==> src/rtl/gp_reg_pkg.sv <==
// Shared op encoding and strobe-priority helper
// for the general-purpose register bank.
package gp_reg_pkg;

   localparam logic [1:0] OP_HOLD = 2'd0;
   localparam logic [1:0] OP_INC  = 2'd1;
   localparam logic [1:0] OP_LOAD = 2'd2;
   localparam logic [1:0] OP_CLR  = 2'd3;

   // clr beats load beats inc; no strobe holds
   function automatic logic [1:0] strobe_op(
      input logic clr,
      input logic load,
      input logic inc
   );
      logic [1:0] op;
      priority case (1'b1)
         clr:     op = OP_CLR;
         load:    op = OP_LOAD;
         inc:     op = OP_INC;
         default: op = OP_HOLD;
      endcase
      return op;
   endfunction

endpackage

==> src/rtl/gp_reg_cell.sv <==
// One register of the bank: load/clear/increment,
// zero flag and sticky wrap flag.
module gp_reg_cell
   import gp_reg_pkg::*;
#(
   parameter int WIDTH = 16,
   parameter logic [WIDTH-1:0] RESET_VAL = '0
) (
   input  logic             clk,
   input  logic             reset,
   input  logic [1:0]       op,
   input  logic [WIDTH-1:0] data_in,
   output logic [WIDTH-1:0] q,
   output logic             zero,
   output logic             wrap
);

   always_ff @(posedge clk) begin
      if (reset) begin
         q    <= RESET_VAL;
         wrap <= 1'b0;
      end else begin
         case (op)
            OP_CLR: begin
               q    <= '0;
               wrap <= 1'b0;
            end
            OP_LOAD: begin
               q    <= data_in;
               wrap <= 1'b0;
            end
            OP_INC: begin
               q <= q + 1'b1;
               // sticky: only clr/load/reset drop it
               if (&q)
                  wrap <= 1'b1;
            end
            default: ;
         endcase
      end
   end

   assign zero = (q == '0);

endmodule

==> src/rtl/gp_reg_bank.sv <==
// Bank of NUM_REGS general-purpose registers on a shared
// write bus with a zero-latency read mux.
module gp_reg_bank
   import gp_reg_pkg::*;
#(
   parameter int WIDTH = 16,
   parameter int NUM_REGS = 4,
   parameter logic [WIDTH-1:0] RESET_VAL = '0,
   localparam int SEL_W = (NUM_REGS > 1) ? $clog2(NUM_REGS) : 1
) (
   input  logic                      clk,
   input  logic                      reset,
   input  logic [WIDTH-1:0]          data_in,
   input  logic [NUM_REGS-1:0]       load_en,
   input  logic [NUM_REGS-1:0]       clr_en,
   input  logic [NUM_REGS-1:0]       inc_en,
   input  logic [SEL_W-1:0]          rd_sel,
   output logic [WIDTH-1:0]          bus_out,
   output logic [NUM_REGS*WIDTH-1:0] reg_flat,
   output logic [NUM_REGS-1:0]       zero_flag,
   output logic [NUM_REGS-1:0]       wrap_flag
);

   logic [WIDTH-1:0] q [NUM_REGS];

   for (genvar i = 0; i < NUM_REGS; i++) begin : g_reg
      gp_reg_cell #(
         .WIDTH     (WIDTH),
         .RESET_VAL (RESET_VAL)
      ) u_cell (
         .clk     (clk),
         .reset   (reset),
         .op      (strobe_op(clr_en[i], load_en[i], inc_en[i])),
         .data_in (data_in),
         .q       (q[i]),
         .zero    (zero_flag[i]),
         .wrap    (wrap_flag[i])
      );
      assign reg_flat[i*WIDTH +: WIDTH] = q[i];
   end

   // out-of-range selects fall through to zero
   always_comb begin
      bus_out = '0;
      for (int i = 0; i < NUM_REGS; i++) begin
         if (rd_sel == i[SEL_W-1:0])
            bus_out = q[i];
      end
   end

endmodule

==> config.mk <==
export PLATFORM = sky130hd
export DESIGN_NAME = gp_reg_bank
export DESIGN_NICKNAME = d
export VERILOG_FILES = /design/src/rtl/gp_reg_pkg.sv /design/src/rtl/gp_reg_cell.sv /design/src/rtl/gp_reg_bank.sv
export SDC_FILE = /design/constraint.sdc
export NUM_CORES = 1
export LEC_CHECK = 0
export CORE_MARGIN = 2
export CORE_UTILIZATION = 46
export DETAILED_ROUTE_END_ITERATION = 6
export PLACE_DENSITY = 0.78
export SLEW_MARGIN = 30
export SYNTH_ARGS = -nofsm -noshare
export SYNTH_HDL_FRONTEND = slang
export SYNTH_SLANG_ARGS = --single-unit
==> constraint.sdc <==
create_clock -name clk -period 2.06 [get_ports clk]
set_clock_uncertainty 0.15 [all_clocks]
set_input_delay 0.206 -clock clk [delete_from_list [all_inputs] [get_ports clk]]
set_output_delay 0.206 -clock clk [all_outputs]
set_load 0.02 [all_outputs]
==> results of run 1 <==
## cells in the final DEF (no fill, tap or decap), types with 8 or more instances in the layout
cell             netlist  final
nand2_1               49     48
buf_4                  8    113
clkdlybuf4s50_1        0     87
nor4_1                18     15
xnor2_1               12     12
o21ai_0               27     27
inv_1                 33     31
or4_1                  8      8
and4_1                10      9
clkbuf_16              0      9
nor3_1                25     25
nor2_1                42     38
a221oi_1               8      8
mux4_2                16     16
dlygate4sd2_1          0     18
a31oi_1               15     15
or3_1                  9      9
a22oi_1               28     28
dfxtp_1               68     68
a21oi_1               38     34
nor2b_1                8      8
ha_1                  20     16
nand3_1               30     30
nand4_1               14     14
## worst paths after layout
| check | start | end | slack [ns] | cells after the start |
|---|---|---|---|---|
| max | g_reg[2].u_cell.q[10] | reg_flat[42] | 0.02 | 2 |
| min | reset | g_reg[0].u_cell.q[7] | 0.12 | 2 |
| max reg2reg | g_reg[1].u_cell.q[4] | g_reg[1].u_cell.q[9] | 0.05 | 6 |
| min reg2reg | g_reg[0].u_cell.wrap | g_reg[0].u_cell.wrap | 0.32 | 1 |
## flip-flops by register name, indices dropped and copies added (netlist names)
name	cells
g.u_cell.q	64
g.u_cell.wrap	4
## power by group
part | total, mW | internal (mW) | switching, mW
Clock | 1.86 | 1.22 | 0.647
Combinational | 0.947 | 0.433 | 0.513
Sequential | 1.42 | 1.35 | 0.0648
Total | 4.23 | 3.00 | 1.23
## cell type report
cell class                      count  area [µm²]
Timing Repair Buffer              235        2054
Fill cell                         869        3261
Clock buffer                       10       239.0
Sequential cell                    68        1361
Inverter                           34       127.6
Clock inverter                      6       111.4
Tap cell                          140       175.2
Multi-Input combinational cell    498        3606
## worst max-delay path, cell delays in order (launching register included)
cell,delay [ns]
dfxtp_1,0.52
buf_4,0.20
clkdlybuf4s50_1,0.61
## what timing repair did
action / in CTS / in global routing
pin swaps: 7 / 6
endpoints found under the setup margin: 39 / 31
gates cloned: 1 / 0
buffers inserted: 2 / 2
gates resized for setup: 46 / 29
## per-layer routing
metal / GRT usage / vias up
li1: - / 2874
met1: 0.4456 / 3080
met2: 0.5247 / 610
met3: 0.1032 / 136
met4: 0.1792 / 0
met5: 0 / -
## cells by family after synthesis
| kind of cell | count (synthesis) |
|---|---|
| xor+xnor | 14 |
| fa+ha+maj | 20 |
| flops | 68 |
| mux | 21 |
| simple gates | 266 |
| compound gates | 177 |
| buf+inv | 90 |
==> summary.md, run 1 <==
| Metric | Value |
|---|---|
| Status | `finished with violations` |
| Failing checks | `DRC` |
| Inst Count DP | `970` |
| Initial detailed-routing violation count | `867` |
| Setup WS post-layout | `0.02155 ns` |
| Peak VDD IR | `0.4038 mV` |
| N_diodes | `0` |
| Met1 Wirelength | `8000 µm` |
| Vias per inst | `6.761` |
| WL met2 | `9557 µm` |
| Vias in the first global route | `6309` |
| Vias | `6700` |
| Syn Inst Count | `656` |
| Critical path class | `reg2out` |
| Crit path launch type | `flip-flop` |
| Clock latency on the worst-skew pair | `0.35 ns` |
| Fin Hold WS | `0.1225 ns` |
| Fin util | `0.7018` |
| Die area | `12210 µm²` |
| Synth cell types | `68` |
| Row count | `38` |
| Total Routing Usage GR | `0.3463` |
| Number of synthesized register bits | `68` |
| Final hold viol count | `0` |
| Pre-CTS WS | `-0.6241 ns` |
| Routed length per instance | `22.26 µm` |
| Post-synthesis mux area share | `0.07888` |
| Detailed placer's ending HPWL | `15900 µm` |
| Num CTS Buffers | `9` |
| Drt drc | `6` |
| Synth warnings | `0` |
| Min-Delay Path Class | `in2reg` |
| Routed wire length | `22060 µm` |
| Simple-Gate Fraction of Synth Area | `0.2827` |
| IO Pins | `120` |
| Hold buffer count at cts | `0` |
| DP Area | `7187 µm²` |
| Area share of the largest cell type after synthesis | `0.2608` |
| TritonCTS clock tree | `yes` |
| H-tree lvl count | `3` |
| Antenna Nets Post-Route | `0` |
| Die X-Extent | `110.5 µm` |
| Total grt overflow | `0` |
| Clock Root Buffer | `clkbuf_16` |
| Synth Area in Compound Gates | `0.2302` |
| Layout cells sized above 1 | `0.2256` |
| Initial antenna violation count | `0` |
| GPL Wtd Cong | `1.025` |
| Post-synthesis xor/xnor area fraction | `0.02350` |
| Global-route wire length before repair | `34070 µm` |
| Worst slew pin tran | `0.5331 ns` |
| Critical Path RT | `1.70 ns` |
| Max-Cap Viols | `0` |
| Pre-antenna DRT Iters | `7` |
| Worst Path Max Fanout | `6` |
| Nets | `898` |
| Post-route cell area | `7675 µm²` |
| Areal power density over the cells | `550.6 nW/µm²` |
| Top cells by count, synth | `dfxtp_1, nand2_1, nor2_1, a21oi_1, inv_1` |
| Post-synthesis sequential area ratio | `0.2608` |
| Final cycle utilization of the critical path | `0.9895` |
| DR WL met3 | `3205 µm` |
| Syn Area/Cell | `7.955 µm²` |
| Main synth FF type | `dfxtp_1` |
| Top sig layer | `met4` |
| Clk slew on worst S/H paths | `0.06 ns` |
| Arrival time worst endpoint | `1.68 ns` |
| Post-synthesis adder-cell area fraction | `0.04795` |
| Clk sinks | `68` |
| Largest net degree at the start of global routing | `27` |
| Post-synth top area cell | `dfxtp_1` |
| Max frequency | `0.4906 GHz` |
| Worst-case clock buffer depth | `2` |
| # setup viols final | `0` |
| Mapped cell area | `5219 µm²` |
| Initial Util | `0.4772` |
| P_leak | `2.900 nW` |
| Core area | `10940 µm²` |
| Setup TNS | `0 ns` |
| Pwr Total | `4.225 mW` |
| Syn nets | `708` |
| Crit path capture type | `primary output` |
| Relative slew slack | `0.6413` |
| Largest family of logic cells by synthesized area | `simple AND/OR/NAND/NOR gates` |
| Number of port buffers | `119` |
| Layout overhead on the synthesized area | `47.06%` |
| Most frequent cell after synthesis | `dfxtp_1` |
| Post-synth ARST share | `0` |
| Layout Cells excl Fill | `991` |
| RSZ-0062 raised after global routing | `no` |
| Final slew viol count | `0` |
| Post-synth EDFFs | `0` |
| Post-layout minimum cycle time | `2.038 ns` |
| Synth top area cells | `dfxtp_1, mux4_2, ha_1` |
| Height of the die | `110.5 µm` |
Power figures use the tool's default switching activity.
==> inputs of run 2 (changes only) <==
--- a/config.mk
+++ b/config.mk
@@ -8,7 +8,9 @@
 export CORE_MARGIN = 2
 export CORE_UTILIZATION = 46
 export DETAILED_ROUTE_END_ITERATION = 6
+export GPL_TIMING_DRIVEN = 1
 export PLACE_DENSITY = 0.78
+export RECOVER_POWER = 25
 export SLEW_MARGIN = 30
 export SYNTH_ARGS = -nofsm -noshare
 export SYNTH_HDL_FRONTEND = slang
==> run 2 against run 1 <==
  * The flow still finishes with violations (DRC)
  * Cell area fell by 0.31%
  * Flip-flop and latch count did not move
  * Total power barely moved
  * Clock power barely moved
  * Sequential power barely moved
  * Core utilization fell by 0.22 points
  * Die area did not move
  * Hold slack improved by 0.0040 ns
==> summary.md, run 2 (synthesis gave the netlist of run 1 again) <==
| Metric | Value |
|---|---|
| Status | `finished with violations (unchanged)` |
| Failing checks | `DRC (unchanged)` |
| WP buf/inv | `2 (unchanged)` |
| Detailed placer's ending HPWL | `15900 µm (unchanged)` |
| Crit path capture type | `primary output (unchanged)` |
| Sequential Power Share | `0.335 (about the same)` |
| Peak VDD IR | `0.4036 mV (was 0.4038 mV)` |
| Max frequency | `0.4893 GHz (was 0.4906 GHz)` |
| Largest register FFs | `64 (unchanged)` |
| Total Routing Usage GR | `0.3463 (unchanged)` |
| IO Pins | `120 (unchanged)` |
| Clock power share | `0.443 (was 0.441)` |
| Slowest-stage cell, CP | `clkdlybuf4s50_1 (unchanged)` |
| Relative slew slack | `0.6256 (was 0.6413)` |
| Top Usage Layer GRT | `met2 (unchanged)` |
| Routed length per instance | `22.28 µm (was 22.26 µm)` |
| Worst-case clock buffer depth | `2 (unchanged)` |
| M3 GR Usage | `0.1032 (unchanged)` |
| Total grt overflow | `0 (unchanged)` |
| Number of port buffers | `119 (unchanged)` |
| Num CTS Buffers | `9 (unchanged)` |
| Internal | `2.992 mW (was 3.000 mW)` |
| RSZ-0062 raised after global routing | `no (unchanged)` |
| Arrival time worst endpoint | `1.69 ns (was 1.68 ns)` |
| Initial detailed-routing violation count | `846 (was 867)` |
| Clock Root Buffer | `clkbuf_16 (unchanged)` |
| Final cycle utilization of the critical path | `0.9921 (was 0.9895)` |
| Initial Util | `0.4772 (unchanged)` |
| Layout cells sized above 1 | `0.2197 (was 0.2256)` |
| Initial antenna violation count | `0 (unchanged)` |
| Nets | `898 (unchanged)` |
| Height of the die | `110.5 µm (unchanged)` |
| Clk sinks | `68 (unchanged)` |
| # setup viols final | `0 (unchanged)` |
| Top register by number of flip-flops | `g.u_cell.q (unchanged)` |
| Worst Path Max Fanout | `6 (unchanged)` |
| Crit path launch type | `flip-flop (unchanged)` |
| Core area | `10940 µm² (unchanged)` |
| Setup WS post-layout | `0.01631 ns (was 0.02155 ns)` |
| Die area | `12210 µm² (unchanged)` |
| Pre-CTS WS | `-0.6241 ns (unchanged)` |
| Post-layout minimum cycle time | `2.044 ns (was 2.038 ns)` |
| Min-Delay Path Class | `in2reg (unchanged)` |
| Pre-antenna DRT Iters | `7 (unchanged)` |
| Clk slew on worst S/H paths | `0.06 ns (about the same)` |
| Die X-Extent | `110.5 µm (unchanged)` |
| Antenna Nets Post-Route | `0 (unchanged)` |
| Drt drc | `8 (was 6)` |
| Routed wire length | `22080 µm (was 22060 µm)` |
| RR Startpoint | `g_reg[0].u_cell.q[8] (was g_reg[1].u_cell.q[4])` |
| Row count | `38 (unchanged)` |
| Top delay family on crit path | `buffers and inverters (unchanged)` |
| CP startpoint | `g_reg[2].u_cell.q[10] (unchanged)` |
| Max incr delay on CP | `0.61 ns (about the same)` |
| Switch share | `0.2916 (was 0.2901)` |
| Final hold viol count | `0 (unchanged)` |
| Critical path class | `reg2out (unchanged)` |
| Final slew viol count | `0 (unchanged)` |
| Met2 Use GR | `0.5247 (unchanged)` |
| Vias per inst | `6.692 (was 6.761)` |
| P_sw | `1.232 mW (was 1.226 mW)` |
| GPL Wtd Cong | `1.025 (unchanged)` |
| Worst slew pin tran | `0.5565 ns (was 0.5331 ns)` |
| P_leak | `2.922 nW (was 2.900 nW)` |
| Areal power density over the cells | `552.1 nW/µm² (was 550.6 nW/µm²)` |
| Max-Cap Viols | `0 (unchanged)` |
| Hold buffer count at cts | `0 (unchanged)` |
| GR met1 Demand/Resource | `0.4456 (unchanged)` |
| Critical Path RT | `1.70 ns (about the same)` |
| Layout overhead on the synthesized area | `46.61% (was 47.06%)` |
| CP Cell Sequence | `buf_4, clkdlybuf4s50_1 (unchanged)` |
| H-tree lvl count | `3 (unchanged)` |
| Clock latency on the worst-skew pair | `0.35 ns (about the same)` |
| Most common cell after layout, fill and taps aside | `buf_4 (unchanged)` |
| Most frequent cells in the layout | `buf_4, clkdlybuf4s50_1, dfxtp_1 (unchanged)` |
| Vias | `6632 (was 6700)` |
| Startpoint of the worst hold path | `reset (unchanged)` |
| Registers with the most flip-flops | `g.u_cell.q x64, g.u_cell.wrap x4 (unchanged)` |
| N_diodes | `0 (unchanged)` |
| Comb pwr share | `0.222 (was 0.224)` |
| Setup TNS | `0 ns (unchanged)` |
| Largest net degree at the start of global routing | `27 (unchanged)` |
| TritonCTS clock tree | `yes (unchanged)` |
| Vias in the first global route | `6309 (unchanged)` |
| Global-route wire length before repair | `34070 µm (unchanged)` |
==> run 2: through the flow <==
step	util	hold slack (ns)	total power, mW	instance area (µm²)	instances
final	0.6997	0.1265	4.224	7651	991
after floorplan	-	0.1919	1.899	5253	656
after global routing	0.6997	0.1122	4.332	7651	991
after detailed placement	0.6572	0.3086	2.348	7187	970
after CTS	0.6983	0.09182	4.181	7636	989
after global placement	0.6572	0.3005	2.323	7187	970
==> run 2: path summary, 6_finish.rpt <==
kind | slack, ns | to | depth (start not counted)
worst min register to register | 0.31 | g_reg[0].u_cell.wrap | 1
worst min-delay path | 0.13 | g_reg[0].u_cell.q[7] | 2
worst max register to register | 0.03 | g_reg[0].u_cell.q[12] | 4
worst max-delay path | 0.02 | reg_flat[42] | 2
==> run 2: power groups by stage <==
stage,clock network (mW),logic (mW),registers [mW]
after global routing,1.93,0.987,1.42
after detailed placement,0,0.910,1.44
final,1.87,0.939,1.42
after global placement,0,0.888,1.43
after floorplan,0,0.433,1.47
after CTS,1.85,0.921,1.41
==> run 2: what timing repair did <==
action	CTS	global route
gates cloned	1	0
gates resized for setup	46	29
endpoints found under the setup margin	39	31
pin swaps	7	6
buffers inserted	2	2
==> run 2: layout make-up <==
type / instances / area (µm²)
Tap cell: 140 / 175.2
Clock inverter: 6 / 111.4
Sequential cell: 68 / 1361
Timing Repair Buffer: 235 / 2032
Multi-Input combinational cell: 498 / 3605
Fill cell: 879 / 3284
Inverter: 34 / 127.6
Clock buffer: 10 / 239.0
==> run 2: per-layer routing <==
metal	share of wire	wire [µm]	up-vias
met5	0.0010	23	-
li1	-	-	2872
met1	0.36	7930	3063
met4	0.055	1212	2
met3	0.15	3245	114
met2	0.44	9666	581
==> inputs of run 3 (changes only) <==
--- a/config.mk
+++ b/config.mk
@@ -5,6 +5,7 @@
 export SDC_FILE = /design/constraint.sdc
 export NUM_CORES = 1
 export LEC_CHECK = 0
+export ABC_CLOCK_PERIOD_IN_PS = 2060
 export CORE_MARGIN = 2
 export CORE_UTILIZATION = 46
 export DETAILED_ROUTE_END_ITERATION = 6
==> results of run 3 <==
No change in the layout: final DEF, timing and power equal those of run 2.
